--- src/rtl/pipe_pkg.sv ---
// Shared constants and occupancy encoding for the IF/ID skid stage.
package pipe_pkg;

  localparam logic [31:0] NOP_INSTR_DEFAULT = 32'h00007013;

  typedef enum logic [1:0] {
    EMPTY = 2'd0,
    ONE   = 2'd1,
    TWO   = 2'd2
  } occ_e;

endpackage

--- src/rtl/pipe_beat_reg.sv ---
// Enable/clear register for one {p4, pc, instr} beat; clear value doubles as reset value.
module pipe_beat_reg #(
  parameter int unsigned W = 96
) (
  input  logic         clk,
  input  logic         rst_n,
  input  logic         en,
  input  logic         clr,
  input  logic [W-1:0] clr_val,
  input  logic [W-1:0] d,
  output logic [W-1:0] q
);

  always_ff @(posedge clk or negedge rst_n) begin
    if (!rst_n)   q <= clr_val;
    else if (clr) q <= clr_val;
    else if (en)  q <= d;
  end

endmodule

--- src/rtl/if_id_skid_stage.sv ---
// IF/ID pipeline boundary: valid/ready handshake with a main + skid register pair.
module if_id_skid_stage
  import pipe_pkg::*;
#(
  parameter int unsigned     XLEN      = 32,
  parameter int unsigned     ILEN      = 32,
  parameter logic [ILEN-1:0] NOP_INSTR = ILEN'(NOP_INSTR_DEFAULT)
) (
  input  logic            i_clk,
  input  logic            i_resetn,
  input  logic            i_flush,
  input  logic            i_if_valid,
  output logic            o_if_ready,
  input  logic [XLEN-1:0] i_if_p4,
  input  logic [XLEN-1:0] i_if_pc,
  input  logic [ILEN-1:0] i_if_instr,
  output logic            o_id_valid,
  input  logic            i_id_ready,
  output logic [XLEN-1:0] o_id_p4,
  output logic [XLEN-1:0] o_id_pc,
  output logic [ILEN-1:0] o_id_instr,
  output logic [1:0]      o_occupancy
);

  localparam int unsigned BW = 2 * XLEN + ILEN;

  occ_e          state_q, state_d;
  logic          ready_q, valid_q;
  logic          accept, consume;
  logic          main_en, main_clr, main_from_skid, skid_en, skid_clr;
  logic [BW-1:0] in_beat, main_d, main_q, skid_q;
  logic [BW-1:0] main_clr_val, skid_clr_val;

  assign accept       = i_if_valid & ready_q;
  assign consume      = valid_q & i_id_ready;
  assign in_beat      = {i_if_p4, i_if_pc, i_if_instr};
  assign main_d       = main_from_skid ? skid_q : in_beat;
  assign main_clr_val = {XLEN'(0), XLEN'(0), NOP_INSTR};
  assign skid_clr_val = BW'(0);

  // State register plus registered ready/valid derived from the next state.
  always_ff @(posedge i_clk or negedge i_resetn) begin
    if (!i_resetn) begin
      state_q <= EMPTY;
      ready_q <= 1'b1;
      valid_q <= 1'b0;
    end else begin
      state_q <= state_d;
      ready_q <= (state_d != TWO);
      valid_q <= (state_d != EMPTY);
    end
  end

  // Next-state and register-control decode; flush overrides everything.
  always_comb begin
    state_d        = state_q;
    main_en        = 1'b0;
    main_clr       = 1'b0;
    main_from_skid = 1'b0;
    skid_en        = 1'b0;
    skid_clr       = 1'b0;
    if (i_flush) begin
      state_d  = EMPTY;
      main_clr = 1'b1;
      skid_clr = 1'b1;
    end else begin
      case (state_q)
        EMPTY: begin
          if (accept) begin
            main_en = 1'b1;
            state_d = ONE;
          end
        end
        ONE: begin
          if (consume && accept) begin
            main_en = 1'b1;
          end else if (consume) begin
            // Drop to NOP so an invalid output never shows stale data.
            main_clr = 1'b1;
            state_d  = EMPTY;
          end else if (accept) begin
            skid_en = 1'b1;
            state_d = TWO;
          end
        end
        TWO: begin
          if (consume) begin
            main_en        = 1'b1;
            main_from_skid = 1'b1;
            state_d        = ONE;
          end
        end
        default: begin
          state_d  = EMPTY;
          main_clr = 1'b1;
          skid_clr = 1'b1;
        end
      endcase
    end
  end

  pipe_beat_reg #(.W(BW)) u_main (
    .clk     (i_clk),
    .rst_n   (i_resetn),
    .en      (main_en),
    .clr     (main_clr),
    .clr_val (main_clr_val),
    .d       (main_d),
    .q       (main_q)
  );

  pipe_beat_reg #(.W(BW)) u_skid (
    .clk     (i_clk),
    .rst_n   (i_resetn),
    .en      (skid_en),
    .clr     (skid_clr),
    .clr_val (skid_clr_val),
    .d       (in_beat),
    .q       (skid_q)
  );

  assign o_if_ready  = ready_q;
  assign o_id_valid  = valid_q;
  assign o_occupancy = state_q;
  assign o_id_p4     = main_q[BW-1 -: XLEN];
  assign o_id_pc     = main_q[ILEN+XLEN-1 -: XLEN];
  assign o_id_instr  = main_q[ILEN-1:0];

endmodule

--- config.mk ---
export PLATFORM = sky130hd
export DESIGN_NAME = if_id_skid_stage
export DESIGN_NICKNAME = d
export VERILOG_FILES = /design/src/rtl/pipe_pkg.sv /design/src/rtl/pipe_beat_reg.sv /design/src/rtl/if_id_skid_stage.sv
export SDC_FILE = /design/constraint.sdc
export NUM_CORES = 1
export LEC_CHECK = 0
export ABC_AREA = 1
export BUFFER_PORTS_ARGS = -buffer_cell sky130_fd_sc_hd__buf_2
export CORE_ASPECT_RATIO = 0.5
export CORE_MARGIN = 2
export CORE_UTILIZATION = 55
export CTS_BUF_LIST = sky130_fd_sc_hd__clkbuf_4 sky130_fd_sc_hd__clkbuf_8
export DETAILED_ROUTE_END_ITERATION = 10
export PLACE_DENSITY = 0.88
export SLEW_MARGIN = 20
export SYNTH_ARGS = -nofsm -noshare
export SYNTH_HDL_FRONTEND = slang
export SYNTH_SLANG_ARGS = --single-unit
--- constraint.sdc ---
create_clock -name i_clk -period 2.4 [get_ports i_clk]
set_clock_uncertainty 0.05 [all_clocks]
set_input_delay 0.12 -clock i_clk [delete_from_list [all_inputs] [get_ports i_clk]]
set_output_delay 0.12 -clock i_clk [all_outputs]
set_load 0.05 [all_outputs]
==> qor.csv <==
stage,metric,value,unit
status,outcome,finished clean,
logic_synthesis,Synth Area in XOR/XNOR,0,
routing,DRC errors left,0,
logic_synthesis,share of the synthesized area in the top cell type,0.519,
logic_synthesis,syn_nets,1286,
setup_path,maximum fanout along the worst path,33,
logic_synthesis,Synth Area in Compound Gates,0.000549,
place,dpl ws,0.153,ns
clock_tree,H-tree levels,4,
floorplanning,IO Count,201,
timing,headroom to the max-slew limit,0.261,
global_routing,vias in the first global route,8898,
routing,routed len/inst,16.0,um
setup_path,CP Data Arrival Time,2.41,ns
setup_path,CP endpoint kind,flop,
final_layout,fin nets,1530,
logic_synthesis,synth top area cells,"dfrtp_1 (52%), nand2_1 (24%), nand3_1 (16%)",
timing,final setup fails,0,
clock_tree,Post-CTS Setup Bufs,0,
floorplanning,standard-cell row count,33,
logic_synthesis,Cell variety after synth,16,
routing,vias,9236,
clock_tree,Clock Sinks,196,
min_path,worst hold path stage count,6,
clock_tree,Clock transition at path regs,0.10,ns
timing,worst slew pin tran,1.11,ns
clock_tree,Max clock buf depth,2,
timing,Fin. Hold Viols,0,
final_layout,layout cells sized above 1,0.185,
final_layout,Filler Cell Count,1230,
timing,Final Max Slew Viols,0,
final_layout,"commonest non-fill, non-tap cell in the layout",nand2_1,
clock_tree,Clock Latency Late Sink,0.45,ns
logic_synthesis,Yosys reg bits,196,
logic_synthesis,Synth Area in Simple Gates,0.408,
logic_synthesis,"Seq/Total Area, Yosys",0.539,
routing,drt pass-1 iters,5,
setup_path,r2r worst-path depth,7,
logic_synthesis,Post-Syn Instances,1185,
routing,DR vias/cell,5.53,
global_routing,grt ovf,0,
power,leakage,6.74,nW
floorplanning,core area,16300,um2
floorplanning,die area,17700,um2
setup_path,CP startpoint kind,flop,
clock_tree,Root Buffer,clkbuf_8,
timing,RSZ-0062 raised after global routing,false,
timing,Fmax,481,MHz
clock_tree,CTS tree,yes,
logic_synthesis,fraction of synthesized area in multiplexers,0,
routing,WL final,26.7,mm
place,Final HPWL DP,15.1,mm
floorplanning,Starting Density,0.559,
global_routing,first-pass GRT wire length,42.6,mm
logic_synthesis,mapped cell area,9120,um2
logic_synthesis,area share of fa/ha/maj cells after synthesis,0,
floorplanning,Die Wd,186,um
routing,DR iter-0 viols,1043,
place,Port Buffers,200,
global_routing,total track usage,0.303,
timing,TNS Setup,0,ns
clock_tree,CTS buffer count,17,
place,global placer's final weighted congestion,0.829,
routing,Post-DRT Antenna Nets,0,
logic_synthesis,Syn Area/Cell,7.69,um2
setup_path,Crit Path Class,flop to flop,
timing,Tmin final,2.08,ns
timing,Final WS setup,0.320,ns
power,PwrDens,656,nW/um2
final_layout,Layout area overhead,27.2,%
min_path,min-delay worst type,primary input to flop,
floorplanning,die outline height,95.0,um
global_routing,largest net degree at the start of global routing,99,
power,worst vdd ir,0.406,mV
logic_synthesis,Ys Warns,0,
final_layout,"commonest non-fill, non-tap cells in the layout","nand2_1 (590), nand3_1 (290), buf_2 (199)",
timing,Tcrit/Tclk final,0.867,
logic_synthesis,largest family of logic cells by synthesized area,simple AND/OR/NAND/NOR gates,
setup_path,WP data required,2.74,ns
run,max cap viols,0,
global_routing,initial antenna violation count,2,
logic_synthesis,leading area contributor after synthesis,dfrtp_1,
-- sequential cells by signal (all words and copies together), names as in the netlist --
register and flops:
o_occupancy 2, u_skid.q 96, u_main.q 96, o_if_ready 1
o_id_valid 1
-- per-layer routing --
metal  vias to the layer above  share of wire  global-route usage
li1                       4284              -                   -
met1                      4338           0.41               0.388
met2                       522           0.49               0.513
met3                        92          0.071              0.0485
met4                         0          0.036               0.144
met5                         -              0                   0
-- synthesized netlist by cell type (all sizes together) --
library cell  count
dfrtp           189
o21ai             1
buf              63
nor2              7
nand2           591
inv               8
clkbuf           27
dfstp             7
nand4             1
nand3           291
-- critical path, cell delays in order, from the launching register on --
cell	delay [ns]
dfrtp_1	0.40
nand2_1	0.16
nand3_1	0.20
nor2_4	0.08
nor2_4	0.49
buf_4	0.45
nand2_1	0.11
nand2_1	0.07
-- power by group --
part | internal (mW) | total [mW] | leakage [nW] | switching [mW]
combinational | 0.486 | 1.79 | 3.89 | 1.31
clock | 0.871 | 2.13 | 0.191 | 1.26
sequential | 3.54 | 3.69 | 2.65 | 0.145
total | 4.90 | 7.61 | 6.74 | 2.71
-- per-stage QoR --
| step | hold slack (ns) | total power [mW] | area, um2 | std cells | utilization |
|---|---|---|---|---|---|
| 3_3_place_gp | 0.131 | 5.33 | 10200 | 1539 | 0.627 |
| 2_1_floorplan | -0.226 | 4.83 | 9120 | 1185 | - |
| 5_1_grt | 0.0957 | 7.92 | 11600 | 1670 | 0.711 |
| 4_1_cts | 0.0651 | 7.59 | 11600 | 1667 | 0.710 |
| 6_report | 0.0914 | 7.61 | 11600 | 1670 | 0.711 |
| 3_5_place_dp | 0.138 | 5.38 | 10200 | 1539 | 0.627 |
-- path summary, 6_finish.rpt --
check / from / end / slack, ns
worst min-delay path: i_if_valid / o_occupancy[0]$_DFF_PN0_ / 0.09
min in group asynchronous: i_resetn / u_main.q[2]$_DFFE_PN0P_ / 0.20
worst max-delay path: o_id_valid$_DFF_PN0_ / u_skid.q[24]$_DFFE_PN0P_ / 0.32
worst max register to register: o_id_valid$_DFF_PN0_ / u_skid.q[24]$_DFFE_PN0P_ / 0.32
worst min register to register: u_skid.q[61]$_DFFE_PN0P_ / u_skid.q[61]$_DFFE_PN0P_ / 0.43
max in group asynchronous: i_resetn / u_skid.q[41]$_DFFE_PN0P_ / 1.34
-- logic make-up (layout without fill, tap and decap cells) --
| logic type | Yosys count | after routing |
|---|---|---|
| other cells | 0 | 2 |
| buf+inv | 98 | 353 |
| simple gates | 890 | 891 |
| flops | 196 | 196 |
| compound gates | 1 | 1 |
-- final cells by class --
| class | count | area, um2 | area share |
|---|---|---|---|
| Multi-Input combinational cell | 892 | 3770 | 0.325 |
| Clock inverter | 13 | 143 | 0.0123 |
| Inverter | 8 | 31.3 | 0.00270 |
| Antenna cell | 2 | 5.00 | 0.000432 |
| Sequential cell | 196 | 4910 | 0.424 |
| Tap cell | 227 | 284 | 0.0245 |
| Timing Repair Buffer | 314 | 2210 | 0.191 |
| Clock buffer | 18 | 241 | 0.0208 |
-- timing repair --
item	in CTS	in global routing
endpoints found under the setup margin	0	35
resized for setup	0	1
hold buffers	97	0
endpoints found under the hold margin	258	0
No activity file was read; power rests on OpenSTA's default activity.
